**src/rtl/hazard_ctrl_pkg.sv**
```systemverilog
// Shared types and constants for the pipeline hazard/forwarding controller.
package hazard_ctrl_pkg;

  localparam int unsigned REG_W             = 5;
  localparam int unsigned MC_CYCLES_DEFAULT = 4;

  // Operand source selected by the execute stage.
  typedef enum logic [1:0] {
    NONE   = 2'd0,
    EX_EX  = 2'd1,
    MEM_EX = 2'd2
  } fwd_sel_t;

  // Controller FSM states.
  typedef enum logic [1:0] {
    IDLE     = 2'd0,
    LU_STALL = 2'd1,
    MC_BUSY  = 2'd2
  } hz_state_t;

  // Destination metadata shadowed for the instruction in EX or MEM.
  typedef struct packed {
    logic             valid;
    logic [REG_W-1:0] rd;
    logic             rd_wren;
    logic             is_load;
  } hz_slot_t;

  // True when a slot with these fields produces register r (x0 never matches).
  function automatic logic slot_writes(input logic             valid,
                                       input logic             wren,
                                       input logic [REG_W-1:0] rd,
                                       input logic [REG_W-1:0] r);
    return valid && wren && (rd == r) && (r != REG_W'(0));
  endfunction

endpackage

```
**src/rtl/fwd_pick.sv**
```systemverilog
// Forward-select picker for one source operand: youngest producer wins.
module fwd_pick
  import hazard_ctrl_pkg::*;
(
  input  logic [REG_W-1:0] i_rs,
  input  logic             i_used,
  input  hz_slot_t         i_ex_slot,
  input  hz_slot_t         i_mem_slot,
  output fwd_sel_t         o_sel_c
);

  // Load flags matter only to load-use detection, not to source selection.
  logic w_unused_load;
  assign w_unused_load = i_ex_slot.is_load ^ i_mem_slot.is_load;

  // EX slot has priority over MEM slot; unused operands never forward.
  always_comb begin
    o_sel_c = NONE;
    if (i_used) begin
      if (slot_writes(i_ex_slot.valid, i_ex_slot.rd_wren, i_ex_slot.rd, i_rs)) begin
        o_sel_c = EX_EX;
      end else if (slot_writes(i_mem_slot.valid, i_mem_slot.rd_wren, i_mem_slot.rd, i_rs)) begin
        o_sel_c = MEM_EX;
      end
    end
  end

endmodule

```
**src/rtl/hazard_ctrl.sv**
```systemverilog
// Hazard and forwarding controller: tracks EX/MEM destinations, drives
// operand forwarding selects, load-use and multi-cycle stalls, and flushes.
module hazard_ctrl
  import hazard_ctrl_pkg::*;
#(
  parameter int unsigned MC_CYCLES = MC_CYCLES_DEFAULT
) (
  input  logic             clk,
  input  logic             rst_n,
  input  logic             i_id_valid,
  input  logic [REG_W-1:0] i_id_rs1,
  input  logic [REG_W-1:0] i_id_rs2,
  input  logic             i_id_rs1_used,
  input  logic             i_id_rs2_used,
  input  logic [REG_W-1:0] i_id_rd,
  input  logic             i_id_rd_wren,
  input  logic             i_id_is_load,
  input  logic             i_id_is_mc,
  input  logic             i_flush,
  output fwd_sel_t         o_fwd_a,
  output fwd_sel_t         o_fwd_b,
  output logic             o_stall,
  output logic             o_bubble_ex,
  output logic             o_mc_busy
);

  localparam int unsigned    CNT_W    = (MC_CYCLES > 1) ? $clog2(MC_CYCLES) : 1;
  localparam logic [CNT_W-1:0] CNT_LOAD = CNT_W'(MC_CYCLES - 1);

  hz_state_t        r_state;
  hz_state_t        w_state_nxt;
  logic [CNT_W-1:0] r_cnt;
  logic [CNT_W-1:0] w_cnt_nxt;
  hz_slot_t         r_ex;
  hz_slot_t         r_mem;
  hz_slot_t         w_id_slot;
  fwd_sel_t         r_fwd_a;
  fwd_sel_t         r_fwd_b;
  fwd_sel_t         w_sel_a;
  fwd_sel_t         w_sel_b;
  logic             w_load_use;
  logic             w_ex_bubble;
  logic             w_shift;

  assign w_id_slot = '{valid:   1'b1,
                       rd:      i_id_rd,
                       rd_wren: i_id_rd_wren,
                       is_load: i_id_is_load};

  // Load in EX produces a register the ID instruction actually reads.
  assign w_load_use = i_id_valid && r_ex.is_load &&
                      ((i_id_rs1_used && slot_writes(r_ex.valid, r_ex.rd_wren, r_ex.rd, i_id_rs1)) ||
                       (i_id_rs2_used && slot_writes(r_ex.valid, r_ex.rd_wren, r_ex.rd, i_id_rs2)));

  // Slots freeze only while a multi-cycle op owns EX.
  assign w_shift     = (r_state != MC_BUSY);
  assign w_ex_bubble = i_flush || o_bubble_ex || !i_id_valid;

  fwd_pick u_pick_a (
    .i_rs       (i_id_rs1),
    .i_used     (i_id_rs1_used),
    .i_ex_slot  (r_ex),
    .i_mem_slot (r_mem),
    .o_sel_c    (w_sel_a)
  );

  fwd_pick u_pick_b (
    .i_rs       (i_id_rs2),
    .i_used     (i_id_rs2_used),
    .i_ex_slot  (r_ex),
    .i_mem_slot (r_mem),
    .o_sel_c    (w_sel_b)
  );

  // FSM state and multi-cycle counter register.
  always_ff @(posedge clk or negedge rst_n) begin
    if (!rst_n) begin
      r_state <= IDLE;
      r_cnt   <= '0;
    end else begin
      r_state <= w_state_nxt;
      r_cnt   <= w_cnt_nxt;
    end
  end

  // Next state and stall/bubble/busy decode; flush beats a load-use stall.
  always_comb begin
    w_state_nxt = r_state;
    w_cnt_nxt   = r_cnt;
    o_stall     = 1'b0;
    o_bubble_ex = 1'b0;
    o_mc_busy   = 1'b0;
    case (r_state)
      MC_BUSY: begin
        o_stall   = 1'b1;
        o_mc_busy = 1'b1;
        w_cnt_nxt = r_cnt - CNT_W'(1);
        if (r_cnt == CNT_W'(1)) begin
          w_state_nxt = IDLE;
        end
      end
      default: begin
        w_state_nxt = IDLE;
        if (!i_flush) begin
          if (w_load_use) begin
            o_stall     = 1'b1;
            o_bubble_ex = 1'b1;
            w_state_nxt = LU_STALL;
          end else if (i_id_valid && i_id_is_mc) begin
            w_state_nxt = MC_BUSY;
            w_cnt_nxt   = CNT_LOAD;
          end
        end
      end
    endcase
  end

  // Shadow slots and registered forward selects for the instruction entering EX.
  always_ff @(posedge clk or negedge rst_n) begin
    if (!rst_n) begin
      r_ex    <= '0;
      r_mem   <= '0;
      r_fwd_a <= NONE;
      r_fwd_b <= NONE;
    end else if (w_shift) begin
      r_mem   <= r_ex;
      r_ex    <= w_ex_bubble ? '0   : w_id_slot;
      r_fwd_a <= w_ex_bubble ? NONE : w_sel_a;
      r_fwd_b <= w_ex_bubble ? NONE : w_sel_b;
    end
  end

  assign o_fwd_a = r_fwd_a;
  assign o_fwd_b = r_fwd_b;

endmodule

```
**config.mk**
```make
export PLATFORM = sky130hd
export DESIGN_NAME = hazard_ctrl
export DESIGN_NICKNAME = d
export VERILOG_FILES = /design/src/rtl/hazard_ctrl_pkg.sv /design/src/rtl/fwd_pick.sv /design/src/rtl/hazard_ctrl.sv
export SDC_FILE = /design/constraint.sdc
export NUM_CORES = 1
export LEC_CHECK = 0
export ABC_AREA = 1
export CAP_MARGIN = 40
export CORE_MARGIN = 8
export CORE_UTILIZATION = 50
export DETAILED_ROUTE_END_ITERATION = 7
export GPL_TIMING_DRIVEN = 0
export PLACE_DENSITY = 0.79
export SYNTH_ARGS = -nofsm -noshare
export SYNTH_HDL_FRONTEND = slang
export SYNTH_SLANG_ARGS = --single-unit
```
**constraint.sdc**
```tcl
create_clock -name clk -period 2.05 [get_ports clk]
set_input_delay 0.41 -clock clk [delete_from_list [all_inputs] [get_ports clk]]
set_output_delay 0.41 -clock clk [all_outputs]
set_load 0.05 [all_outputs]
```
==> flow_summary_export.csv <==
group,metric,value,unit
die,die_y,69.6,µm
yosys,ys_ff_latch,23,
drt,routedWlPerCell,12.5,µm
timing,tns,-0.164,ns
drt,post_drt_via_cell_ratio,5.01,
timing,fin_ws,-0.0919,ns
power_and_ir_drop,ir_drop,0.000749,V
timing,finalSetupViolCount,2,
cts,htreeDepth,1,
cts,cts_buffers,3,
yosys,synth_top_family_by_area,"simple AND/OR/NAND/NOR gates",
power_and_ir_drop,total_power,1.50,mW
power_and_ir_drop,cellLeakagePower,1.00,nW
yosys,ys.warnings.count,0,
yosys,netlist_instances,204,
flow_run,drv_cap,0,
cts,clock_sinks,23,
die,initial_utilization,52.5,%
grt,grt_overflow,0,
cells_and_area,drive_above_1_share,17.9,%
timing,fmax,0.467,GHz
cells_and_area,final_cells,277,
placement,dpl.cell_count,266,
cts,cts_tree,"built",
cts,cts_root_buffer,"clkbuf_4",
yosys,synth_top_area_share,40.1,%
placement,place.gp.congestion,0.839,
timing,finalCritPeriodShare,104,%
cells_and_area,nets,272,
grt,grt_pass1_wl,5.73,mm
yosys,synth-compound-area-share,2.79,%
timing,tightestPinTransition,0.503,ns
yosys,synthSimpleGateAreaFrac,42.9,%
timing,slew_violations,0,
status,violations,"setup timing",
power_and_ir_drop,cellPowerDensity,795,nW/µm²
timing,skew,0.00730,ns
cts,clk_latency,0.31,ns
cells_and_area,syn2layout_area_growth,31.5,%
timing,hold_ws,0.385,ns
drt,ant_nets,0,
placement,dpl.hpwl,2.66,mm
placement,place_ws,-1.04,ns
cells_and_area,final_cell_mix,"nand2_1 (83), inv_1 (22), dfrtp_1 (22)",
hold_path,min_path_type,"input pin to asynchronous set/reset pin",
timing,finalHoldViolCount,0,
critical_path,critPathCaptureType,"output port",
yosys,ys_types,26,
critical_path,crit_arrival,1.73,ns
drt,drt-pass1-iter-count,4,
critical_path,critPathLaunchType,"flip-flop",
cts,clock_path_buffers,2,
cells_and_area,antenna_cells,0,
cts,path_clk_slew,0.13,ns
drt,vias,1389,
timing,period_needed,2.14,ns
cells_and_area,nFillCells,238,
yosys,synth.area.mux_share,0,%
critical_path,worstPathMaxFanout,3,
die,rows,19,
yosys,syn_nets,229,
cts,hold_buffers,0,
critical_path,ff2ff_path_depth,10,
yosys,netlist_area,1440,µm²
die,dieArea,4840,µm²
critical_path,r2r_slack,0.32,ns
yosys,synth-xor-area-share,3.66,%
critical_path,cp.required,1.64,ns
timing,rsz0062_at_grt,"true",
grt,antenna_found_initial,0,
critical_path,path_class,"flip-flop to output port",
grt,grt_max_degree,18,
die,die_w,69.6,µm
critical_path,r2r-end,"o_fwd_b[0]",
drt,drc_errors,0,
grt,track_usage,13.8,%
yosys,synth-adder-area-share,0.871,%
status,status,"finished, violations left",
yosys,netlist_top_cells_area,"dfrtp_1 (40%), nand2_1 (22%), inv_1 (6.3%)",
die,fp.coreArea,2730,µm²
grt,grt_pass1_vias,1330,
timing,max_slew_margin,66.4,%
placement,portBuffers,30,
die,ioPinCount,31,
yosys,synth.avg_cell_area,7.04,µm²
drt,drtIter0Drc,79,
critical_path,r2r_start,"r_ex[1]",
drt,totalWireLength,3.45,mm
yosys,synth_seq_area_share,40.1,%
cells_and_area,mostFrequentLayoutCell,"nand2_1",
yosys,synth_area_leader_cell,"dfrtp_1",
-- per-layer routing --
layer,vias up,wire (µm),global-route usage (%)
met3,2,183,3.72
met5,-,0,0
met2,35,1750,24.3
met4,0,5,3.42
li1,723,-,-
met1,629,1510,16.0
-- worst max path at each step --
stage | from | cells after the start | slack (ns) | endpoint
2_1_floorplan | r_state[0] | 3 | 0.05 | o_bubble_ex
3_3_place_gp | i_id_rs2[3] | 11 | -1.00 | o_bubble_ex
3_5_place_dp | i_id_rs1[0] | 11 | -1.04 | o_bubble_ex
4_1_cts | r_ex[3] | 8 | -0.11 | o_bubble_ex
5_1_grt | r_ex[1] | 8 | -0.25 | o_bubble_ex
6_report | r_ex[1] | 8 | -0.09 | o_bubble_ex
-- report_power, final --
group | internal [mW] | switching, mW | total, mW
combinational | 0.236 | 0.404 | 0.640
clock | 0.0729 | 0.138 | 0.211
sequential | 0.559 | 0.0922 | 0.652
-- metrics by stage --
stage	cell area [µm²]	util [%]
after floorplan	1440	-
after global placement	1780	64.9
after detailed placement	1800	65.9
after CTS	1850	67.6
after global routing	1890	69.1
final	1890	69.1
-- Yosys cell counts --
cell,n
inv_1,24
nor2_2,6
nor2_1,7
nand2_1,84
nand3_2,3
nand3_4,1
buf_2,3
nor3_1,2
xnor2_1,3
nand3b_1,1
nand3_1,6
and3_1,1
or2_2,1
ha_1,1
and2_1,2
clkbuf_1,2
nand4_1,14
dfrtp_1,23
or2_1,1
nand2_2,2
nor2_4,1
inv_2,4
a21oi_1,1
buf_6,1
xor2_1,3
o21ai_0,7
-- logic make-up after synthesis --
family | after synthesis
simple gates | 132
fa+ha+maj | 1
flops | 23
xor+xnor | 6
compound gates | 8
buf+inv | 34
-- final cells by class --
class / count / area [µm²] / share of cell area, %
inverter: 28 / 105 / 5.56
sequential: 23 / 577 / 30.5
multi-input combinational: 147 / 741 / 39.2
clock buffer: 3 / 22.5 / 1.19
timing repair buffer: 39 / 377 / 19.9
clock inverter: 1 / 5.00 / 0.265
tap: 31 / 38.8 / 2.05
buffer: 5 / 23.8 / 1.26
-- critical path, stage by stage, from the launching register on --
cell and delay [ns]:
dfrtp_1 0.42, nand2_2 0.10, nand3b_1 0.17, nor2_2 0.14, nand3_2 0.12, nand2_2 0.11, nand3_4 0.09, nor2_4 0.11
buf_8 0.15
-- flip-flops by register name, summed over array words and instances, names as in the netlist --
signal / count
o_fwd_b: 2
o_fwd_a: 2
r_cnt: 2
r_mem: 7
r_state: 2
r_ex: 8
-- timing repair --
action                                  in CTS  in global routing
endpoints found under the setup margin       3                  2
gates cloned                                 0                  0
setup buffers                                4                  4
pin swaps                                    5                  6
resized for setup                           35                  5
No activity file was read; power rests on OpenSTA's default activity.
